==> config.mk <==
export PLATFORM = sky130hd
export DESIGN_NAME = alu_exec_unit_flat
export DESIGN_NICKNAME = d
export VERILOG_FILES = /design/src/rtl/alu_exec_unit_if.sv /design/src/rtl/alu_exec_unit.sv /design/src/flat_wrapper.sv
export SDC_FILE = /design/constraint.sdc
export NUM_CORES = 1
export LEC_CHECK = 0
export ABC_CLOCK_PERIOD_IN_PS = 7000
export CORE_ASPECT_RATIO = 0.5
export CORE_MARGIN = 8
export CORE_UTILIZATION = 50
export DETAILED_ROUTE_END_ITERATION = 8
export PLACE_DENSITY = 0.73
export SETUP_SLACK_MARGIN = 0.4
export SYNTH_ARGS = -nofsm -noshare
export SYNTH_HDL_FRONTEND = slang
export SYNTH_SLANG_ARGS = --single-unit
==> constraint.sdc <==
create_clock -name clk -period 7 [get_ports clk]
set_input_delay 1.05 -clock clk [delete_from_list [all_inputs] [get_ports clk]]
set_output_delay 1.05 -clock clk [all_outputs]
set_load 0.01 [all_outputs]
==> src/rtl/alu_exec_unit_if.sv <==
// Operand/result bus between the EX-stage control path and the ALU datapath.
// The master drives operands and start; the slave returns handshake and result.
interface alu_exec_unit_if #(
    parameter int WIDTH = 16
);
    logic             start;
    logic [2:0]       ALU_ctrl;
    logic [WIDTH-1:0] a;
    logic [WIDTH-1:0] b;
    logic             busy;
    logic             done;
    logic [WIDTH-1:0] result;
    logic             zero;
    logic             illegal;

    modport master (
        output start, ALU_ctrl, a, b,
        input  busy, done, result, zero, illegal
    );

    modport slave (
        input  start, ALU_ctrl, a, b,
        output busy, done, result, zero, illegal
    );
endinterface

==> src/rtl/alu_exec_unit.sv <==
// Sequential ALU for the EX stage. Single-cycle ops finish on the capture edge.
// mul is an unsigned shift-add over WIDTH cycles, keeping only the low WIDTH bits.
module alu_exec_unit #(
    parameter int WIDTH = 16
) (
    input  logic           clk,
    input  logic           rst,
    alu_exec_unit_if.slave bus
);
    localparam int SHW = $clog2(WIDTH);

    typedef enum logic {
        IDLE,
        MUL
    } state_t;

    state_t           state;
    logic [WIDTH-1:0] acc;
    logic [WIDTH-1:0] mplier;
    logic [WIDTH-1:0] mcand;
    logic [SHW-1:0]   cnt;
    logic [WIDTH-1:0] op_res;
    logic [WIDTH-1:0] acc_next;

    // Single-cycle result from the live operands, used only on an accepted start
    always_comb begin
        op_res = '0;
        case (bus.ALU_ctrl)
            3'b000:  op_res = bus.a + bus.b;
            3'b001:  op_res = bus.a - bus.b;
            3'b010:  op_res = bus.a & bus.b;
            3'b011:  op_res = bus.a | bus.b;
            3'b100:  op_res = bus.a << bus.b[SHW-1:0];
            default: op_res = '0;
        endcase
    end

    // One shift-add step: add the shifted multiplier when the multiplicand LSB is set
    always_comb begin
        acc_next = mcand[0] ? acc + mplier : acc;
    end

    // Control FSM with registered handshake and result outputs
    always_ff @(posedge clk) begin
        if (rst) begin
            state       <= IDLE;
            bus.busy    <= 1'b0;
            bus.done    <= 1'b0;
            bus.result  <= '0;
            bus.zero    <= 1'b0;
            bus.illegal <= 1'b0;
            acc         <= '0;
            mplier      <= '0;
            mcand       <= '0;
            cnt         <= '0;
        end else begin
            bus.done <= 1'b0;
            case (state)
                IDLE: begin
                    if (bus.start) begin
                        if (bus.ALU_ctrl == 3'b101) begin
                            mplier   <= bus.a;
                            mcand    <= bus.b;
                            acc      <= '0;
                            cnt      <= '0;
                            bus.busy <= 1'b1;
                            state    <= MUL;
                        end else begin
                            bus.result  <= op_res;
                            bus.zero    <= (op_res == '0);
                            bus.illegal <= bus.ALU_ctrl[2] & bus.ALU_ctrl[1];
                            bus.done    <= 1'b1;
                        end
                    end
                end
                MUL: begin
                    acc    <= acc_next;
                    mplier <= mplier << 1;
                    mcand  <= mcand >> 1;
                    cnt    <= cnt + 1'b1;
                    if (cnt == SHW'(WIDTH - 1)) begin
                        bus.result  <= acc_next;
                        bus.zero    <= (acc_next == '0);
                        bus.illegal <= 1'b0;
                        bus.done    <= 1'b1;
                        bus.busy    <= 1'b0;
                        state       <= IDLE;
                    end
                end
                default: state <= IDLE;
            endcase
        end
    end
endmodule

==> src/flat_wrapper.sv <==
// flat-port wrapper written by rule: the top's interface ports become plain ports
module alu_exec_unit_flat 
#(
    parameter int WIDTH = 16
)
  (clk, rst, bus_start, bus_ALU_ctrl, bus_a, bus_b, bus_busy, bus_done, bus_result, bus_zero, bus_illegal);
  alu_exec_unit_if #(.WIDTH(WIDTH)) bus_i ();
  input  logic clk;
  input  logic rst;
  input wire logic [$bits(bus_i.start)-1:0] bus_start;
  input wire logic [$bits(bus_i.ALU_ctrl)-1:0] bus_ALU_ctrl;
  input wire logic [$bits(bus_i.a)-1:0] bus_a;
  input wire logic [$bits(bus_i.b)-1:0] bus_b;
  output wire logic [$bits(bus_i.busy)-1:0] bus_busy;
  output wire logic [$bits(bus_i.done)-1:0] bus_done;
  output wire logic [$bits(bus_i.result)-1:0] bus_result;
  output wire logic [$bits(bus_i.zero)-1:0] bus_zero;
  output wire logic [$bits(bus_i.illegal)-1:0] bus_illegal;
  assign bus_i.start = bus_start;
  assign bus_i.ALU_ctrl = bus_ALU_ctrl;
  assign bus_i.a = bus_a;
  assign bus_i.b = bus_b;
  assign bus_busy = bus_i.busy;
  assign bus_done = bus_i.done;
  assign bus_result = bus_i.result;
  assign bus_zero = bus_i.zero;
  assign bus_illegal = bus_i.illegal;
  alu_exec_unit #(.WIDTH(WIDTH)) u_core (.clk(clk), .rst(rst), .bus(bus_i));
endmodule
### Word level (Yosys, flattened, before mapping)

Index checks and enable logic that the tools add are counted.

* register bits: 73
* bits of input ports: 38
* output and inout bits: 20
* word-level logic and storage cells: 72

* add/subtract/negate cells: 4
* equality and inequality tests: 10
* shifts and indexed selects: 1
* mux-type cells: 37
* bitwise operators: 4
* reduce and logical (&&, ||, !) cells: 6

Operators with widths (count)
* 2-to-1 mux 16 bit: 10
* one-hot mux 16 bit (2 select lines): 4
* one-hot mux 16 bit (5 select lines): 1
* adder 16 bit: 2
* logical NOT 16 bit: 2
* bitwise AND 16 bit: 1
* bitwise OR 16 bit: 1
* << shifter 16 x 4 -> 16 bit: 1
* subtractor 16 bit: 1
* 2-to-1 mux 1 bit: 14
* one-hot mux 1 bit (2 select lines): 5
* 2-to-1 mux 4 bit: 2
* one-hot mux 4 bit (2 select lines): 1
* equality test 3 x 2 -> 1 bit, second input constant: 2
* equality test 3 bit, second input constant: 2
* inequality test 2 bit, second input constant: 3
* AND reduction 3 bit: 2
* adder 4 x 1 -> 4 bit, second input constant: 1
* equality test 4 bit, second input constant: 1
* equality test 3 x 1 -> 1 bit, second input constant: 1
* logical NOT 3 bit: 1
* inequality test 2 x 1 -> 1 bit, second input constant: 1
* AND reduction 2 bit: 1
* bitwise AND 1 bit: 1
* inverter 1 bit: 1

### Longest topological paths before layout

* depth after elaboration: 6
* depth in mapped cells: 20

### Worst setup path after synthesis

No wires, ideal clock.

* path kind: input port to flip-flop
* start: input bus_b[0]
* end: register u_core.bus.zero
* arrival: 4.724 ns
* required time: 6.942 ns
* slack: 2.219 ns
* stages: 17
* path buffers: 2
* path through: clkbuf_1 -> clkbuf_1 -> inv_1 -> ha_1 -> nand2_1 -> or4_1 -> o31ai_1 -> xor2_1 -> ha_1 -> or3_1 -> o21ai_0 -> a21oi_1 -> a41oi_1 -> mux2i_1 -> a2111oi_0 -> and4b_1 -> a211o_1

* cells in the longest elaborated chain, start to end: 6
* elaborated cells on any way between the ends: 10
* classes of those cells: 2 x add/sub; 1 x shift; 4 x mux; 2 x bitwise; 1 x reduce/logical

RTL lines
* start, declared: line flat_wrapper.sv:13 `input wire logic [$bits(bus_i.b)-1:0] bus_b;`
* subtractor 16 bit, or another cell as far along: line alu_exec_unit.sv:30 `3'b001: op_res = bus.a - bus.b;`
* one-hot mux 16 bit (5 select lines) (*): line alu_exec_unit.sv:28 `case (bus.ALU_ctrl)`
* logical NOT 16 bit (*): line alu_exec_unit.sv:70 `bus.zero <= (op_res == '0);`
* 2-to-1 mux 1 bit (*): line alu_exec_unit.sv:61 `if (bus.ALU_ctrl == 3'b101) begin`
* 2-to-1 mux 1 bit (*): line alu_exec_unit.sv:60 `if (bus.start) begin`
* one-hot mux 1 bit (2 select lines) (*): line alu_exec_unit.sv:58 `case (state)`
* end signal, assigned: line alu_exec_unit.sv:70
* end signal, assigned: line alu_exec_unit.sv:83 `bus.zero <= (acc_next == '0);`
* end, declared: line alu_exec_unit_if.sv:23 `output busy, done, result, zero, illegal`

Mark *: on every way between the ends. The rest lies on a longest branch, timed or not. The select of a mux whose other input is x is not followed.
A chain may end at the register's enable or synchronous reset.

### Worst setup path after layout

* start: input bus_b[1]
* end: register u_core.bus.zero

The elaborated chain is that of the path after synthesis.

==> run metrics <==
outcome=finished clean; area of the die=between 15,000 and 20,000 µm²; Placer Congestion=between 0.9 and 1; clock buffer depth=2; worst relative slew slack=38.3%; r2r setup slk=between 3 and 4 ns; final net count=870; worst r2r path cells=10; Die W=around 170 µm; share of the synthesized area in the top cell type=roughly 25%; # resized after CTS=0; router iterations before antenna repair=5; htree depth=3; Achievable Freq=between 0.15 and 0.2 GHz; switching power=about 0.0004 W; count of pins over their slew limit=0; Hold WC Path Type=flop to flop; WP data arrival=roughly 5.6 ns; Mapped Area=5870 µm²; overall global routing resource usage=23.8%; dominant cell type by area after synthesis=dfxtp_1; worst skew pair latency=between 0.3 and 0.4 ns; Worst VDD drop=about 0.0001 V; Seq/Total Area, Yosys=between 20% and 30%; top cells by count, synth=101 x nor2_1, 78 x a21oi_1, 74 x nand2_1; final period utilization=about 76%; TNS Setup=0 ns; top-count cell post-synth=nor2_1; final clock skew=0.00848 ns; cts bufs inserted=9; DRC=0; FF+latch area=between 1000 and 1500 µm²; Setup WS pre-CTS=about 1.4 ns; num rows=28; Yosys warnings=0; largest net degree at the start of global routing=77; PortBufs=57; initial antenna violation count=0; unrepaired setup endpoints after global routing=false; Core ar.=around 12,000 µm²; postcts setup bufs=0; hold_buf cts=0; DRT iter0 DRCs=~800; PwrDens=around 190 nW/µm²; Clock Sinks=73; share of cells above drive strength 1=7.63%; Critical Path RT=just over 7 ns; Comb pwr share=a little over a quarter; Synth cell types=71; crit-path max cell delay=approximately 0.50 ns; crit-path cells=clkdlybuf4s50_1 > buf_4 > inv_1 > ha_1 > nand2_1 > or4_1 > o31ai_1 > xor2_1 > ha_1 > a21oi_1 > nor2b_1 > nor2b_1 > nor3_1 > o221ai_1 > mux2i_1 > o21ai_0 > and4b_1 > a211o_1; cells after synthesis=roughly 770; Hold Fails Final Rpt=0; global route overflow=0; switching share of power=31.3%; cell internal pwr=~0.00088 W; RR Endpoint=u_core.bus.zero$_SDFFE_PP0P_; power share of the sequential group=between 30% and 40%; number of global-route vias before repair=5,529; Setup crit start kind=input pin; ANT nets after route=0; Inserted Diodes=0; Layout area overhead=17.1%; number of synthesized flops with an enable pin=0; first-pass GRT wire length=about 30,000 µm; Max Cap Violations=0; Final Power=roughly 0.0013 W; Hold EP=u_core.bus.result[6]$_SDFFE_PP0P_; Worst setup EP type=flop; Via Count=approximately 6,100; Tightest Pin Transition=0.912 ns; Die H=around 90 µm; syn nets=around 840; post-route minimum period=5.34 ns; crit path buf inv count=3; HP Start=u_core.bus.result[6]$_SDFFE_PP0P_; Critical R2R Launch=u_core.mplier[0]$_SDFFE_PP0P_; CP Class=input pin to flop; PnR worst setup slack=~1.7 ns; clock network power share=39.5%; Post-Route WL=about 19,000 µm; Synth async-reset ratio=0%; TritonCTS clock tree=built; Seq cells post-synth=between 70 and 80; CP delay by family, top=simple AND/OR/NAND/NOR gates; multi-input gate area in the final layout=between 4000 and 5000 µm²; CP max-delay cell=nor3_1; top cells by area, synth=dfxtp_1 25%, ha_1 7.5%, a21oi_1 6.6%; Ports=58; Root Driver=clkbuf_16; final setup vio count=0; Worst Hold Depth=2; synthesized area per cell=between 7 and 8 µm²; CP Max Fanout=21; # fillers=roughly 1,100; post-DP HPWL=~14,000 µm; Static Leak=approximately 2.7 nW; Clock Pin Slew Worst Setup and Hold Paths=0.06 ns; Primary FF master, synth=dfxtp_1; WL/cell=19.8 µm; Vias per Instance=6.28; Initial Util=50.5%
==> how the worst max path moves through the flow <==
| stage | start | end | slack [ns] | cells after the start |
|---|---|---|---|---|
| 4_1_cts | bus_b[1] | u_core.bus.zero$_SDFFE_PP0P_ | 1.73 | 17 |
| 3_3_place_gp | bus_b[1] | u_core.bus.zero$_SDFFE_PP0P_ | 1.49 | 17 |
| 2_1_floorplan | bus_b[0] | u_core.bus.zero$_SDFFE_PP0P_ | 2.22 | 17 |
| 3_5_place_dp | bus_b[1] | u_core.bus.zero$_SDFFE_PP0P_ | 1.38 | 18 |
| 6_report | bus_b[1] | u_core.bus.zero$_SDFFE_PP0P_ | 1.66 | 18 |
| 5_1_grt | bus_b[1] | u_core.bus.zero$_SDFFE_PP0P_ | 1.29 | 18 |
==> per-stage QoR <==
step	hold slack [ns]	instance area [µm²]	cells	utilization [%]
CTS	0.453	6870	964	59.1
detailed placement	0.444	6560	949	56.4
global route	0.471	6870	964	59.1
floorplan	0.446	5870	766	-
global placement	0.439	6560	949	56.4
finish	0.449	6870	964	59.1
==> worst min-delay path, cell delays in order, from the launching register on <==
cell	delay, ns
dfxtp_1	0.31
nand2_1	0.05
a21oi_1	0.05
==> logic make-up (layout without fill, tap and decap cells) <==
logic type      count (synthesis)  count (layout)  share of synthesized area, %
simple gates                  279             279                          23.0
compound gates                233             233                          26.5
flops                          73              73                          24.9
buf+inv                        67             100                          4.39
fa+ha+maj                      44              44                          9.33
mux                            40              40                          7.44
xor+xnor                       30              30                          4.47
==> layout by cell type (no fill, tap or decap), types with 5 or more instances in the layout <==
master,instances
a211oi_1,10
a21o_1,9
a21oi_1,77
a222oi_1,30
a22oi_1,8
a31oi_1,5
buf_4,14
clkbuf_16,9
clkdlybuf4s50_1,56
dfxtp_1,72
ha_1,35
inv_1,13
maj3_1,7
mux2_2,18
mux2i_1,20
nand2_1,74
nand2b_1,13
nand3_1,5
nor2_1,101
nor2b_1,18
nor3_1,14
nor4_1,8
o21ai_0,39
o22ai_1,6
o31ai_1,5
xnor2_1,18
xor2_1,12
==> layout make-up <==
type | instances | share of cell area, %
multi-input cells | 626 | 60.6
flip-flops and latches | 73 | 21.3
repair buffers | 71 | 9.76
clock buffers | 9 | 3.28
well taps | 165 | 3.00
clock inverters | 6 | 1.35
inverters | 14 | 0.764
==> power by group through the flow <==
| stage | Sequential (W) | Combinational (W) | Clock, W |
|---|---|---|---|
| global placement | 0.000445 | 0.000326 | 0 |
| global route | 0.000438 | 0.000365 | 0.000532 |
| CTS | 0.000436 | 0.000329 | 0.000515 |
| floorplan | 0.000447 | 0.000208 | 0 |
| finish | 0.000436 | 0.000337 | 0.000504 |
| detailed placement | 0.000445 | 0.000327 | 0 |
==> layer usage <==
| layer | GRT usage, % | vias up | share of wire (%) | wire [µm] |
|---|---|---|---|---|
| met2 | 35.2 | 267 | 42 | 8030 |
| li1 | - | 2913 | - | - |
| met3 | 5.35 | 13 | 10 | 1900 |
| met4 | 4.02 | 0 | 0.69 | 132 |
| met1 | 35.0 | 2865 | 47 | 9020 |
| met5 | 0 | - | 0 | 0 |
==> flip-flops by register name, indices dropped and copies added (netlist names) <==
signal and flops:
u_core.acc 16, u_core.bus.result 16, u_core.mcand 16, u_core.mplier 16, u_core.cnt 4, u_core.bus.busy 1, u_core.bus.done 1, u_core.bus.illegal 1
u_core.bus.zero 1, u_core.state 1
(Power assumes the default switching activity.)
